`src/rtl/log_trace_buffer.sv`:
```
// Multi-channel leveled log capture: severity filter, round-robin arbiter, timestamped FWFT ring buffer.
// Optional macro LOG_TRACE_OVERWRITE_EN: a full buffer overwrites its oldest entry instead of stalling.
module log_trace_buffer #(
    parameter int NUM_CH = 4,
    parameter int MSG_W  = 32,
    parameter int DEPTH  = 16,
    parameter int TS_W   = 32
) (
    input  logic                                          clk,
    input  logic                                          rst,
    input  logic [NUM_CH-1:0]                             ev_valid,
    output logic [NUM_CH-1:0]                             ev_ready,
    input  logic [3*NUM_CH-1:0]                           ev_level,
    input  logic [MSG_W*NUM_CH-1:0]                       ev_msg,
    input  logic [2:0]                                    min_level,
    output logic                                          out_valid,
    input  logic                                          out_ready,
    output logic [(NUM_CH > 1 ? $clog2(NUM_CH) : 1)-1:0]  out_ch,
    output logic [2:0]                                    out_level,
    output logic [MSG_W-1:0]                              out_msg,
    output logic [TS_W-1:0]                               out_ts,
    output logic [$clog2(DEPTH):0]                        count,
    output logic [15:0]                                   drop_cnt,
    output logic                                          fatal_seen
);

    localparam int CH_W  = (NUM_CH > 1) ? $clog2(NUM_CH) : 1;
    localparam int PTR_W = $clog2(DEPTH);
    localparam int CNT_W = PTR_W + 1;
    localparam logic [CNT_W-1:0] FULL_CNT = CNT_W'(DEPTH);

    logic [TS_W-1:0]  ts;
    logic [CH_W-1:0]  rr_ptr;
    logic [PTR_W-1:0] wr_ptr;
    logic [PTR_W-1:0] rd_ptr;

    logic [CH_W-1:0]  mem_ch  [DEPTH];
    logic [2:0]       mem_lvl [DEPTH];
    logic [MSG_W-1:0] mem_msg [DEPTH];
    logic [TS_W-1:0]  mem_ts  [DEPTH];

    logic [NUM_CH-1:0] cand;
    logic [NUM_CH-1:0] filtered;
    logic              grant_valid;
    logic [CH_W-1:0]   grant_idx;
    logic [2:0]        grant_lvl;
    logic [MSG_W-1:0]  grant_msg;
    logic              full;
    logic              pop;
    logic              can_accept;
    logic              push;
    logic              overwrite;

    function automatic logic [CH_W-1:0] wrap_idx(input int base, input int off);
        int s;
        s = base + off;
        if (s >= NUM_CH) s = s - NUM_CH;
        return s[CH_W-1:0];
    endfunction

    // FATAL levels bypass the threshold; everything else valid but below it is consumed and dropped
    always_comb begin
        cand     = '0;
        filtered = '0;
        for (int i = 0; i < NUM_CH; i++) begin
            cand[i]     = ev_valid[i] && ((ev_level[i*3 +: 3] >= min_level) || (ev_level[i*3 +: 3] >= 3'd5));
            filtered[i] = ev_valid[i] && !cand[i];
        end
    end

    always_comb begin
        grant_valid = 1'b0;
        grant_idx   = '0;
        for (int k = 0; k < NUM_CH; k++) begin
            if (!grant_valid && cand[wrap_idx(32'(rr_ptr), k)]) begin
                grant_valid = 1'b1;
                grant_idx   = wrap_idx(32'(rr_ptr), k);
            end
        end
    end

    assign grant_lvl = ev_level[32'(grant_idx)*3 +: 3];
    assign grant_msg = ev_msg[32'(grant_idx)*MSG_W +: MSG_W];

    assign full      = (count == FULL_CNT);
    assign out_valid = (count != '0);
    assign pop       = out_valid && out_ready;

`ifdef LOG_TRACE_OVERWRITE_EN
    assign can_accept = 1'b1;
    assign overwrite  = push && full && !pop;
`else
    assign can_accept = !full || pop;
    assign overwrite  = 1'b0;
`endif

    assign push = grant_valid && can_accept && !rst;

    always_comb begin
        ev_ready = '0;
        if (!rst) begin
            for (int i = 0; i < NUM_CH; i++)
                ev_ready[i] = filtered[i] || (push && (grant_idx == CH_W'(i)));
        end
    end

    always_ff @(posedge clk) begin
        if (push) begin
            mem_ch[wr_ptr]  <= grant_idx;
            mem_lvl[wr_ptr] <= grant_lvl;
            mem_msg[wr_ptr] <= grant_msg;
            mem_ts[wr_ptr]  <= ts;
        end
    end

    // An overwrite advances the read pointer so the oldest entry is the one lost
    always_ff @(posedge clk) begin
        if (rst) begin
            ts         <= '0;
            rr_ptr     <= '0;
            wr_ptr     <= '0;
            rd_ptr     <= '0;
            count      <= '0;
            drop_cnt   <= '0;
            fatal_seen <= 1'b0;
        end else begin
            ts <= ts + 1'b1;
            if (push) begin
                wr_ptr <= wr_ptr + 1'b1;
                rr_ptr <= wrap_idx(32'(grant_idx), 1);
                if (grant_lvl >= 3'd5) fatal_seen <= 1'b1;
            end
            if (pop || overwrite) rd_ptr <= rd_ptr + 1'b1;
            if (push && !pop && !overwrite) count <= count + 1'b1;
            else if (pop && !push)          count <= count - 1'b1;
            if (overwrite && drop_cnt != 16'hFFFF) drop_cnt <= drop_cnt + 1'b1;
        end
    end

    assign out_ch    = mem_ch[rd_ptr];
    assign out_level = mem_lvl[rd_ptr];
    assign out_msg   = mem_msg[rd_ptr];
    assign out_ts    = mem_ts[rd_ptr];

endmodule

```
`config.mk`:
```
export PLATFORM = sky130hd
export DESIGN_NAME = log_trace_buffer
export DESIGN_NICKNAME = d
export VERILOG_FILES = /design/src/rtl/log_trace_buffer.sv
export SDC_FILE = /design/constraint.sdc
export NUM_CORES = 1
export LEC_CHECK = 0
export CELL_PAD_IN_SITES_DETAIL_PLACEMENT = 1
export CELL_PAD_IN_SITES_GLOBAL_PLACEMENT = 2
export CORE_MARGIN = 8
export CORE_UTILIZATION = 45
export CTS_CLUSTER_DIAMETER = 80
export DETAILED_ROUTE_END_ITERATION = 10
export PLACE_DENSITY_LB_ADDON = 0.1
export SLEW_MARGIN = 25
export SYNTH_ARGS = -nofsm -noshare
export SYNTH_HDL_FRONTEND = slang
export SYNTH_SLANG_ARGS = --single-unit
```
`constraint.sdc`:
```
create_clock -name clk -period 22 [get_ports clk]
set_input_delay 4.4 -clock clk [delete_from_list [all_inputs] [get_ports clk]]
set_output_delay 4.4 -clock clk [all_outputs]
set_load 0.05 [all_outputs]
```
* After elaboration in Yosys (flattened, before gate mapping) *
Memories as Yosys holds them, arrays and structs flattened. A register that Yosys moved wholly into a read port is not among the register bits.
Index checks and enable logic that the tools add are counted.

word-level totals
  register bits = 48
  bits in writable memories = 1104
  input port bits = 150
  output and inout port bits = 96
  logic and storage cells = 127
  memories kept = 4

memory list
  memory   depth  bits a word  rd ports  clocked after memory_dff  write ports  line  RTL
  mem_msg  16     32           1         1                         1            39    logic [MSG_W-1:0] mem_msg [DEPTH];
  mem_ts   16     32           1         1                         1            40    logic [TS_W-1:0] mem_ts [DEPTH];
  mem_lvl  16     3            1         1                         1            38    logic [2:0] mem_lvl [DEPTH];
  mem_ch   16     2            1         1                         1            37    logic [CH_W-1:0] mem_ch [DEPTH];

operators by class
  add/subtract/negate cells = 14
  multipliers = 1
  order comparisons = 18
  equal/unequal tests = 4
  shift-type cells = 2
  multiplexer cells = 34
  reduce and logical (&&, ||, !) cells = 44

operator list
  kind                                                count
  variable part select 128 x 8 -> 32 bit              1
  2-to-1 mux 4 bit                                    9
  adder 32 x 1 -> 32 bit, second input constant       1
  >= comparator 3 bit, second input constant          9
  logical AND 1 bit                                   20
  2-to-1 mux 2 bit                                    9
  >= comparator 3 bit                                 4
  < comparator 2 x 3 -> 1 bit, second input constant  4
  variable part select 12 x 5 -> 3 bit                1
  zero test 1 bit                                     11
  2-to-1 mux 1 bit                                    10
  2-to-1 mux 5 bit                                    2
  subtractor 2 x 1 -> 2 bit, second input constant    5
  logical OR 1 bit                                    9
  adder 4 x 1 -> 4 bit, second input constant         2
  binary-select mux 1 bit (select 2 bit)              4
  adder 2 x 1 -> 3 bit, second input constant         2
  adder 2 x 2 -> 3 bit, second input constant         2
  adder 5 x 1 -> 5 bit, second input constant         1
  == test 5 bit, second input constant                1
  nonzero test 5 bit                                  1
  subtractor 5 x 1 -> 5 bit, second input constant    1
  == test 2 bit, second input constant                2
  multiplier 2 x 2 -> 4 bit, second input constant    1
  other kinds (5)                                     5

* Logic depth before layout (Yosys ltp) *
  depth in word-level cells = 21
  mapped depth = 17
  depth with buffers taken out = 16

* Worst setup path after synthesis *
No wires, ideal clock.

  path kind = input -> output
  start point = input port ev_level[0]
  end point = output port ev_ready[3]
  arrival time = 7.053 ns
  required time = 17.600 ns
  setup slack = 10.547 ns
  cell stages on the path = 12
  path buffers = 2
  path through = inv_1 > ha_1 > nor3b_2 > o211ai_1 > nand2_1 > o21ai_0 > a221oi_4 > buf_2 > buf_2 > ha_1 > a22oi_1 > nor2_1

on the way
  elaborated cells between the ends (all ways) = 32
  classes of those cells = order compare (2); eq/ne (1); mux (17); reduce/logical (12)

RTL lines
  element                                 line  RTL
  from (decl)                             13    input logic [3*NUM_CH-1:0] ev_level,
  >= comparator 3 bit                     66    cand[i] = ev_valid[i] && ((ev_level[i*3 +: 3] >= min_level) || (ev_level[i*3 +: 3] >= 3'd5));
  logical OR 1 bit (*)                    66
  logical AND 1 bit (*)                   66
  binary-select mux 1 bit (select 2 bit)  75    if (!grant_valid && cand[wrap_idx(32'(rr_ptr), k)]) begin
  2-to-1 mux 1 bit (implied by the code)  75
  2-to-1 mux 1 bit                        75
  zero test 1 bit                         75
  logical AND 1 bit                       75
  [... 4 more ...]                        --
  zero test 1 bit                         75
  logical AND 1 bit                       75
  2-to-1 mux 2 bit (*)                    75
  named net grant_idx[0]                  45    logic [CH_W-1:0] grant_idx;
  == test 2 bit (*)                       103   ev_ready[i] = filtered[i] || (push && (grant_idx == CH_W'(i)));
  logical AND 1 bit (*)                   103
  logical OR 1 bit (*)                    103
  2-to-1 mux 4 bit (*)                    101   if (!rst) begin
  to (decl)                               12    output logic [NUM_CH-1:0] ev_ready,

Mark *: on every way through the listed nets, which the timed path passes. The rest lies on a longest branch. The select of a mux whose other input is x is not followed.

* Final worst setup path *
  start point = input port ev_level[0]
  end point = output port ev_ready[3]

on the way
  cells in the longest elaborated chain, start to end = 20
  elaborated cells between the ends (all ways) = 32
  classes of those cells = order compare (2); eq/ne (1); mux (17); reduce/logical (12)

ends and longest elaborated chain
  element                                 line  RTL
  >= comparator 3 bit                     66
  logical OR 1 bit (*)                    66
  logical AND 1 bit (*)                   66
  binary-select mux 1 bit (select 2 bit)  75
  2-to-1 mux 1 bit (implied by the code)  75
  2-to-1 mux 1 bit                        75
  zero test 1 bit                         75
  logical AND 1 bit                       75
  [... 3 more ...]                        --
  2-to-1 mux 1 bit                        75
  zero test 1 bit                         75
  logical AND 1 bit                       75
  2-to-1 mux 1 bit                        75
  logical AND 1 bit (2 in series)         97    assign push = grant_valid && can_accept && !rst;
  logical AND 1 bit (*)                   103
  logical OR 1 bit (*)                    103
  2-to-1 mux 4 bit (*)                    101

Mark *: on every way between the ends. The rest lies on a longest branch, timed or not. The select of a mux whose other input is x is not followed.

==> qor.log <==
INFO  pwr            switching_fraction=0.283
INFO  synthesis      synth_top_family_by_area=multiplexers
INFO  route          antenna_violating_nets_post_route=0
INFO  critical_path  critical_path.max_fanout=70
INFO  pwr            power.internal=4.29mW
INFO  route          drt_wl_total=111,000um
INFO  route          vias=21,900
INFO  synthesis      synth.cell_area=45,500um2
INFO  synthesis      async_flop_share=0
INFO  clock_tree     clock-sinks=1,156
INFO  timing         timing.final.setup_violations=0
INFO  clock_tree     htree_levels=3
INFO  route          detail_route.wl_per_cell=29.3um
INFO  critical_path  crit_path_end_kind=output port
INFO  timing         final.setup_skew=16.1ps
INFO  floorplanning  die_y=334um
INFO  clock_tree     ctsResizeCount=0
INFO  placement      dpl.hpwl=62,100um
INFO  cells_and_area fillers=8,689
INFO  critical_path  number_of_cells_on_the_critical_path=13
INFO  critical_path  crit_type=in -> out
INFO  pwr            pwr-share-clk=0.320
INFO  global_routing global_route.overflow_total=0
INFO  synthesis      synth_compound_area_frac=0.0134
INFO  timing         slew_headroom=0.312
INFO  run            drv.max_cap_violation_count=0
INFO  cells_and_area antenna_cells=0
INFO  floorplanning  die_w=334um
INFO  synthesis      post_synth_xor_area_fraction=0.00712
INFO  synthesis      post_synth_fa_ha_maj_area_fraction=0.00786
INFO  critical_path  critical_path_required=17,600ps
INFO  clock_tree     postCtsHoldBufs=0
INFO  pwr            worst_ir_drop_vdd=72.6uV
INFO  synthesis      synth.yosys.warnings=0
INFO  route          drc_errors=0
INFO  floorplanning  die_outline_area=112,000um2
INFO  route          initialDrtViolationCount=1,654
INFO  synthesis      synth_area_per_cell=21.8um2
INFO  worst_hold_path timing.hold.worst_path_depth=2
INFO  critical_path  ff2ff_path_depth=7
INFO  timing         rsz0062_at_grt=no
INFO  synthesis      synth.lib_cells_used.distinct=57
INFO  global_routing largest_net_degree_at_the_start_of_global_routing=106
INFO  critical_path  path_cells=clkdlybuf4s50_1 -> inv_1 -> ha_1 -> nor3b_2 -> o211ai_1 -> nand2_1 -> o21ai_0 -> a221oi_4 -> buf_4 -> ha_1 -> a22oi_1 -> nor2_1 -> clkdlybuf4s50_1
INFO  clock_tree     clockRootBuffer=clkbuf_16
INFO  pwr            pwr_density_cell=112nW/um2
INFO  pwr            power_frac_comb=0.237
INFO  floorplanning  num_io_pins=246
INFO  timing         finalSetupTns=0ps
INFO  synthesis      post_synth_mux_area_share=0.179
INFO  critical_path  critical-path-slowest-cell=clkdlybuf4s50_1
INFO  global_routing grt.total_usage=0.198
INFO  clock_tree     clk-insertion-delay-late=690ps
INFO  clock_tree     cts_tree=yes
INFO  floorplanning  initial_core_util=0.454
INFO  timing         slew_viol_final=0
INFO  synthesis      synth_top_flop_cell=edfxtp_1
INFO  clock_tree     clkSlewWorstSetupHoldPaths=60ps
INFO  floorplanning  placementRows=116
INFO  cells_and_area layout.cells.most_common_list=1,104 x edfxtp_1, 345 x mux4_2, 228 x clkdlybuf4s50_1
INFO  global_routing grt_pass1_wl=164,000um
INFO  placement      port-buffer-count=229
INFO  timing         tightest_slew=1030ps
INFO  synthesis      syn-instance-count=2,091
INFO  status         outcome=completed
INFO  synthesis      number_of_enable_type_register_cells_in_the_synthesized_netlist=1,104
INFO  timing         max_freq=76.1MHz
INFO  cells_and_area non_filler_cells_final=3,793
INFO  route          vias_per_cell=5.76
INFO  global_routing initial_antenna_violation_count=0
INFO  clock_tree     cts_buffer_depth=3
INFO  clock_tree     cts_made_buffers=116
INFO  cells_and_area layout_commonest_cell=edfxtp_1
INFO  timing         finalHoldViolations=0
INFO  cells_and_area design.final.nets=2,573
INFO  worst_hold_path holdCritPathClass=reg -> reg
INFO  cells_and_area final_layout_size_suffix_gt1_frac=0.268
INFO  critical_path  critical_path.max_stage_delay=840ps
INFO  floorplanning  core_area=100,000um2
INFO  route          drt_pre_antenna_iters=5
INFO  clock_tree     cts_post_setup_buffers_inserted=0
INFO  critical_path  worst_ep_arrival_time=8740ps
INFO  synthesis      ys_seq_elements=1,156
INFO  critical_path  setup.worst_path.start_class=input pin
INFO  synthesis      synthSimpleGateAreaFrac=0.0261
INFO  synthesis      synth_sequential_area_ratio=0.751
INFO  pwr            power.sequential.fraction=0.444
INFO  cells_and_area syn2layout_area_growth=17.2%
INFO  critical_path  cp_num_buf_inv=4
INFO  global_routing via_count_of_the_first_global_routing_pass=24,200
INFO  timing         final_min_period_over_clock_period=0.597
INFO  critical_path  worst_path_dominant_cell_family=buffers and inverters
INFO  pwr            power.switching=1.69mW
INFO  timing         period_minus_slack=13,140ps
INFO  placement      place.detailed.instances=3,575
INFO  placement      place.gp.congestion=0.729
INFO  pwr            p_leak=16.7nW
cells in the mapped netlist (2+ instances only):
library cell | instances | area [um2]
edfxtp_1 | 1104 | 33200
mux4_2 | 345 | 7770
nor2_1 | 95 | 357
nand2_1 | 91 | 342
clkbuf_1 | 54 | 203
dfxtp_1 | 52 | 1040
buf_2 | 42 | 210
a31oi_1 | 32 | 200
mux2_2 | 32 | 360
ha_1 | 27 | 338
inv_1 | 27 | 101
xor2_1 | 25 | 219
nand3_1 | 22 | 110
buf_4 | 20 | 150
o21ai_0 | 17 | 85.1
xnor2_1 | 12 | 105
a21oi_1 | 10 | 50.1
nor3_1 | 8 | 40.0
and2_1 | 7 | 43.8
nand4_1 | 5 | 31.3
and3_1 | 4 | 25.0
buf_1 | 4 | 15.0
nor3b_2 | 4 | 50.1
or3_1 | 4 | 25.0
a22oi_1 | 3 | 22.5
and4_1 | 3 | 26.3
nand2b_1 | 3 | 18.8
o211ai_2 | 3 | 37.5
and2_4 | 2 | 17.5
buf_6 | 2 | 22.5
nand4_2 | 2 | 25.0
o211a_1 | 2 | 20.0
o211ai_1 | 2 | 15.0
o21ai_1 | 2 | 10.0
o31ai_1 | 2 | 15.0
power by group through the flow:
stage / clock network (mW) / registers, mW / logic (mW)
CTS: 1.96 / 2.66 / 1.45
finish: 1.91 / 2.66 / 1.42
floorplan: 0 / 2.69 / 0.998
detailed placement: 0 / 2.71 / 1.44
global placement: 0 / 2.70 / 1.41
global route: 2.03 / 2.67 / 1.52
worst min-delay path, delay by kind of cell, from the launching register on:
kind	cells	cell delay (ps)
flip-flops	1	330
AO/OA/AOI/OAI	1	70
AND/OR/NAND/NOR	1	60
per-stage QoR:
stage                     area, um2  hold WS, ps  setup slack [ps]   util  total power [mW]
after detailed placement      49600          498              8850  0.495              4.15
after global placement        49500          483              9050  0.494              4.12
after global routing          53400          547              8510  0.533              6.21
final                         53400          509              8860  0.533              5.99
after CTS                     53300          513              8820  0.532              6.07
after floorplan               45600          468             10550      -              3.69
path summary, 6_finish.rpt:
path | startpoint | endpoint | slack, ps
max | ev_level[0] | ev_ready[3] | 8860
min | rd_ptr[1] | flop | 510
max reg2reg | count[1] | mem_msg[11][13] | 17800
min reg2reg | rd_ptr[1] | flop | 510
kinds of logic after synthesis:
group	after synthesis
AOI/OAI and AO/OA	84
and+or+nand+nor	259
other	1
muxes	377
buffers and inverters	149
adders and majority gates	28
xor gates and xnor gates	37
DFF	1156
sequential cells by signal, indices dropped and copies added (netlist names), named ones only:
register and count:
count 5, mem_lvl 48, rr_ptr 2, rd_ptr 4, fatal_seen 1, ts 32
mem_msg 512, mem_ch 32, mem_ts 512, wr_ptr 4
routing by layer:
layer	wire (um)	GRT usage	vias to the layer above
met2	57600	0.346	478
met1	46800	0.265	12000
li1	-	-	9291
met4	2100	0.0423	0
met3	4740	0.0308	136
met5	0	0	-
area by class of cell:
cell class	instances	area (um2)	share of cell area
Sequential cell	1156	34200	0.641
Multi-Input combinational cell	801	10900	0.204
Clock inverter	54	470	0.00882
Timing Repair Buffer	293	2810	0.0527
Clock buffer	164	3240	0.0607
Tap cell	1298	1620	0.0304
Inverter	27	101	0.00190
Power figures use the tool's default switching activity.
